===== config.mk =====
export PLATFORM = sky130hd
export DESIGN_NAME = button_step_debouncer
export DESIGN_NICKNAME = d
export VERILOG_FILES = /design/src/rtl/button_step_debouncer.sv
export SDC_FILE = /design/constraint.sdc
export NUM_CORES = 1
export LEC_CHECK = 0
export BUFFER_PORTS_ARGS = -buffer_cell sky130_fd_sc_hd__buf_2
export CORE_UTILIZATION = 32
export CTS_CLUSTER_DIAMETER = 80
export DETAILED_ROUTE_END_ITERATION = 10
export PLACE_DENSITY = 0.44
export RECOVER_POWER = 25
export SLEW_MARGIN = 40
export SYNTH_ARGS = -nofsm -noshare
export SYNTH_HDL_FRONTEND = slang
export SYNTH_SLANG_ARGS = --single-unit

===== constraint.sdc =====
create_clock -name clk -period 5.79 [get_ports clk]
set_input_delay 0.2895 -clock clk [delete_from_list [all_inputs] [get_ports clk]]
set_output_delay 0.2895 -clock clk [all_outputs]
set_load 0.05 [all_outputs]

===== src/rtl/button_step_debouncer.sv =====
// -----------------------------------------------------------------------------
// button_step_debouncer
//
// Turns a raw, bouncing push-button into a clean level that clocks a pipelined
// core one step at a time. The button is synchronized with two flops, then a
// four-state FSM only accepts a level change after DEBOUNCE_CYCLES consecutive
// samples at the new level. Any opposite sample during the count aborts the
// attempt. The next attempt starts counting from zero again.
//
// Parameters
//   DEBOUNCE_CYCLES : consecutive stable samples needed to accept a change
//                     (legal range 2 .. 2^24-1; default is 10 ms at 100 MHz)
//   COUNT_W         : width of step_count
//
// Ports
//   clk           in   free-running board clock, the only clock here
//   rst           in   synchronous reset, active low
//   btn_raw       in   raw asynchronous button level (1 = pressed)
//   step_clk      out  debounced button level, registered
//   press_pulse   out  one-cycle strobe on each accepted press
//   release_pulse out  one-cycle strobe on each accepted release
//   step_count    out  number of accepted presses, wraps modulo 2^COUNT_W
// -----------------------------------------------------------------------------
module button_step_debouncer #(
  parameter int DEBOUNCE_CYCLES = 1000000,
  parameter int COUNT_W         = 16
) (
  input  logic               clk,
  input  logic               rst,
  input  logic               btn_raw,
  output logic               step_clk,
  output logic               press_pulse,
  output logic               release_pulse,
  output logic [COUNT_W-1:0] step_count
);

  // The count runs 0 .. DEBOUNCE_CYCLES-1. Reaching the terminal value with
  // the level still held means DEBOUNCE_CYCLES stable samples have been seen.
  localparam logic [23:0] TERMINAL = 24'(DEBOUNCE_CYCLES - 1);

  typedef enum logic [1:0] {
    IDLE       = 2'd0,  // accepted level 0
    DB_PRESS   = 2'd1,  // level 1 seen, timing the press
    PRESSED    = 2'd2,  // accepted level 1
    DB_RELEASE = 2'd3   // level 0 seen, timing the release
  } state_t;

  // ---------------------------------------------------------------------------
  // Two-flop synchronizer. Only btn_s, the second flop, reaches the FSM.
  // ---------------------------------------------------------------------------
  logic sync_meta_reg;
  logic btn_s;

  always_ff @(posedge clk) begin
    if (!rst) begin
      sync_meta_reg <= 1'b0;
      btn_s         <= 1'b0;
    end else begin
      sync_meta_reg <= btn_raw;
      btn_s         <= sync_meta_reg;
    end
  end

  // ---------------------------------------------------------------------------
  // FSM state and debounce counter
  // ---------------------------------------------------------------------------
  state_t       state_reg;
  state_t       state_next;
  logic [23:0]  cnt_reg;
  logic [23:0]  cnt_next;

  logic               step_clk_reg;
  logic               step_clk_next;
  logic               press_pulse_reg;
  logic               press_pulse_next;
  logic               release_pulse_reg;
  logic               release_pulse_next;
  logic [COUNT_W-1:0] step_count_reg;
  logic [COUNT_W-1:0] step_count_next;

  always_ff @(posedge clk) begin
    if (!rst) begin
      state_reg         <= IDLE;
      cnt_reg           <= '0;
      step_clk_reg      <= 1'b0;
      press_pulse_reg   <= 1'b0;
      release_pulse_reg <= 1'b0;
      step_count_reg    <= '0;
    end else begin
      state_reg         <= state_next;
      cnt_reg           <= cnt_next;
      step_clk_reg      <= step_clk_next;
      press_pulse_reg   <= press_pulse_next;
      release_pulse_reg <= release_pulse_next;
      step_count_reg    <= step_count_next;
    end
  end

  // ---------------------------------------------------------------------------
  // Next-state logic. The pulses are produced only on the two transitions that
  // complete a debounce. An abort goes back to the previous stable state and
  // does not produce a pulse.
  // ---------------------------------------------------------------------------
  always_comb begin
    state_next         = state_reg;
    cnt_next           = cnt_reg;
    press_pulse_next   = 1'b0;
    release_pulse_next = 1'b0;

    case (state_reg)
      IDLE: begin
        if (btn_s) begin
          state_next = DB_PRESS;
          cnt_next   = '0;
        end
      end

      DB_PRESS: begin
        if (!btn_s) begin
          // A bounce, including one at the terminal count, cancels the press.
          state_next = IDLE;
          cnt_next   = '0;
        end else if (cnt_reg == TERMINAL) begin
          state_next       = PRESSED;
          cnt_next         = '0;
          press_pulse_next = 1'b1;
        end else begin
          cnt_next = cnt_reg + 24'd1;
        end
      end

      PRESSED: begin
        if (!btn_s) begin
          state_next = DB_RELEASE;
          cnt_next   = '0;
        end
      end

      DB_RELEASE: begin
        if (btn_s) begin
          state_next = PRESSED;
          cnt_next   = '0;
        end else if (cnt_reg == TERMINAL) begin
          state_next         = IDLE;
          cnt_next           = '0;
          release_pulse_next = 1'b1;
        end else begin
          cnt_next = cnt_reg + 24'd1;
        end
      end

      default: begin
        state_next = IDLE;
        cnt_next   = '0;
      end
    endcase
  end

  // The level is decoded from the next state and registered. This lets
  // step_clk rise on the same edge as press_pulse. It also keeps the level
  // glitch-free, because no combinational path runs from the button to the
  // core clock.
  always_comb begin
    step_clk_next = (state_next == PRESSED) || (state_next == DB_RELEASE);
  end

  // The press counter wraps naturally at 2^COUNT_W.
  always_comb begin
    step_count_next = step_count_reg;
    if (press_pulse_next) begin
      step_count_next = step_count_reg + COUNT_W'(1);
    end
  end

  assign step_clk      = step_clk_reg;
  assign press_pulse   = press_pulse_reg;
  assign release_pulse = release_pulse_reg;
  assign step_count    = step_count_reg;

endmodule


==> flow_metrics.py <==
metrics = {
    "status": {
        "outcome": "finished, violations left",
        "violations": "max-capacitance violations, max-slew violations",
    },
    "pwr": {
        "pwr-share-seq_pct": 50.2,
        "power.share.switching_pct": 20.4,
        "combPwrFrac_pct": 2.5,
        "p_leak_nw": 0.823,
        "power.clock.fraction_pct": 47.3,
        "p_switching_uw": 129,
        "ir_drop_v": 0.000103,
        "power.internal_uw": 504,
        "pwr_density_cell_nw_per_um2": 235,
    },
    "critical_path": {
        "critPathMaxStageDelay_ns": 1.20,
        "reg2reg_slack_ns": 3.51,
        "rr_endpoint": "cnt_reg[18]$_SDFFE_PN0P_",
        "worst-path-buf-inv": 3,
        "cp_cell_sequence": "clkbuf_1 > inv_1 > buf_4 > or4_1 > a21oi_1 > a31o_2",
        "critPathKind": "in2reg",
        "required_ns": 6.04,
        "critPathLaunchType": "primary input",
        "slowest_stage": "clkbuf_1",
        "r2r-start": "cnt_reg[0]$_SDFFE_PN0P_",
        "crit_family": "buffers and inverters",
        "crit_end": "cnt_reg[18]$_SDFFE_PN0P_",
        "path_max_fanout": 41,
        "arrival_ns": 2.94,
        "r2r_cells": 6,
        "crit_path_end_kind": "flop",
        "cp.depth": 6,
        "critPathLaunch": "rst",
    },
    "floorplanning": {
        "initial_core_util_pct": 33.1,
        "design.portCount": 22,
        "dieWidth_um": 88.6,
        "core-area_um2": 7250,
        "die_h_um": 88.6,
        "dieArea_um2": 7850,
        "fp-row-count": 31,
    },
    "timing": {
        "post-route-period-util_pct": 46.5,
        "finalHoldViolCount": 0,
        "period_minus_slack_ns": 2.69,
        "hold-worst-slack_ns": 0.189,
        "setup_slack_ns": 3.10,
        "setup-tns-final_ns": 0,
        "rsz0062_at_grt": "false",
        "max_freq_mhz": 372,
        "finalClockSkew_ns": 0.0128,
        "tightest_slew_ns": 1.70,
        "setup_viol": 0,
        "finalMaxSlewViolations": 42,
        "relSlewSlack_pct": -13.4,
    },
    "place": {
        "dp_cells": 401,
        "place.detailed.hpwl_um": 4380,
        "dp_slack_ns": 3.54,
        "portBuffers": 21,
        "detailed_place.area_um2": 2570,
        "gp_congestion": 0.744,
    },
    "layout": {
        "layoutNonFillerInstCount": 409,
        "nets": 314,
        "largest_reg_flops": 24,
        "final_design_area_no_fill_um2": 2700,
        "nFillCells": 763,
        "antennaDiodeCount": 0,
        "area_delta_synth_final_pct": 12.4,
        "drive_above_1_share_pct": 9.68,
    },
    "cts": {
        "cts.sinks": 46,
        "clock-root-buffer": "clkbuf_8",
        "clock_path_buffers": 2,
        "ctsResizeCount": 0,
        "clock_latency_ns": 0.30,
        "cts_tree": "built",
        "clk_pin_slew_worst_paths_ns": 0.09,
        "ctsHoldBuffers": 0,
        "post_cts_buffers": 0,
        "cts_buffers": 5,
        "cts_htree_levels": 2,
    },
    "drt": {
        "antenna_left": 0,
        "via_per_inst": 5.45,
        "dr.pass1.iters": 4,
        "wl_per_cell_um": 15.3,
        "num_vias": 2231,
        "drt_iter0_markers": 145,
        "drc": 0,
        "drt-total-wl_um": 6270,
    },
    "synth": {
        "ys_ff_latch": 46,
        "ys_seq_area_share_pct": 38.4,
        "synth_edf_count": 0,
        "avgSynthCellArea_um2": 8.13,
        "ys.flop_type": "dfxtp_1",
        "async_flop_share_pct": 0,
        "yosysMostFrequentCell": "dfxtp_1",
        "yosysTopAreaCellShare_pct": 38.4,
        "ys_top_cells_by_count": "46 x dfxtp_1, 28 x nand3_1, 22 x nand2_1",
        "yosysWarnings": 0,
        "ys_top_cells_by_area": "dfxtp_1 38%, nand3_1 5.8%, nand4_1 4.7%",
        "yosys.area.top_type": "dfxtp_1",
        "syn_nets": 300,
        "synth_area_um2": 2400,
        "yosysUniqueCellTypes": 45,
        "synth_cells": 295,
    },
    "global_route": {
        "grt_max_degree": 42,
        "grt_pass1_vias": 1952,
        "grt-ovfl-total": 0,
        "antenna_found_initial": 0,
        "track_usage_pct": 17.0,
        "grt_pass1_wl_um": 10200,
    },
    "worst_hold_path": {
        "worstHoldPathType": "in2reg",
        "holdPathStages": 2,
    },
    "run": {
        "cap_violations": 1,
    },
}
[area by class of cell]
class | instances | area (um^2) | area share (%)
Clock buffer | 6 | 82.6 | 3.06
Sequential cell | 46 | 921 | 34.2
Multi-Input combinational cell | 225 | 1370 | 51.0
Inverter | 7 | 26.3 | 0.974
Clock inverter | 2 | 60.1 | 2.23
Tap cell | 99 | 124 | 4.59
Timing Repair Buffer | 24 | 109 | 4.04
[metal layers]
layer / up-vias / part of all wire, % / GRT usage (%)
met3: 10 / 3.2 / 3.26
met2: 35 / 42 / 24.5
li1: 1134 / - / -
met1: 1052 / 53 / 25.4
met4: 0 / 1.3 / 4.84
met5: - / 0 / 0
[how the worst min path moves through the flow]
stage                             startpoint                        to
floorplan           sync_meta_reg$_SDFF_PN0_          btn_s$_SDFF_PN0_
global placement    sync_meta_reg$_SDFF_PN0_          btn_s$_SDFF_PN0_
detailed placement  sync_meta_reg$_SDFF_PN0_          btn_s$_SDFF_PN0_
CTS                                  btn_raw  sync_meta_reg$_SDFF_PN0_
global route                         btn_raw  sync_meta_reg$_SDFF_PN0_
finish                               btn_raw  sync_meta_reg$_SDFF_PN0_
[cell usage in the layout (no fill, tap or decap), drive strengths merged, types with 9 or more instances in the layout]
cell type / netlist / routed
nand3: 28 / 28
dfxtp: 46 / 46
nand4: 19 / 19
o21ai: 20 / 20
clkbuf: 12 / 21
nand2: 22 / 22
buf: 5 / 9
nor3: 9 / 9
nor2: 21 / 21
a21oi: 16 / 16
or3: 11 / 11
[power groups by stage]
stage	logic (mW)	registers, mW	clock network, mW
5_1_grt	0.0175	0.318	0.320
3_5_place_dp	0.0159	0.325	0
2_1_floorplan	0.0102	0.325	0
6_report	0.0158	0.318	0.300
4_1_cts	0.0160	0.318	0.308
3_3_place_gp	0.0159	0.325	0
[through the flow]
stage                     util (%)  total power, mW
after floorplan                  -            0.335
after global placement        35.4            0.341
after detailed placement      35.4            0.341
after global routing          37.2            0.655
final                         37.2            0.634
after CTS                     37.4            0.642
[worst reg2reg max path, cell delays in order (launching register included)]
cell	delay, ns
dfxtp_1	0.40
ha_1	0.32
nand3_1	0.16
or4_1	0.66
or4_1	0.44
a21oi_1	0.15
a31o_2	0.11
[cell families after synthesis]
group / after synthesis / share of synthesized area (%)
AND/OR/NAND/NOR: 158 / 38.4
AO/OA/AOI/OAI: 53 / 13.1
flip-flops: 46 / 38.4
buffers and inverters: 24 / 4.48
XOR/XNOR: 9 / 3.28
multiplexers: 3 / 1.25
adder cells (fa/ha/maj): 2 / 1.04
No activity file was read; power rests on OpenSTA's default activity.
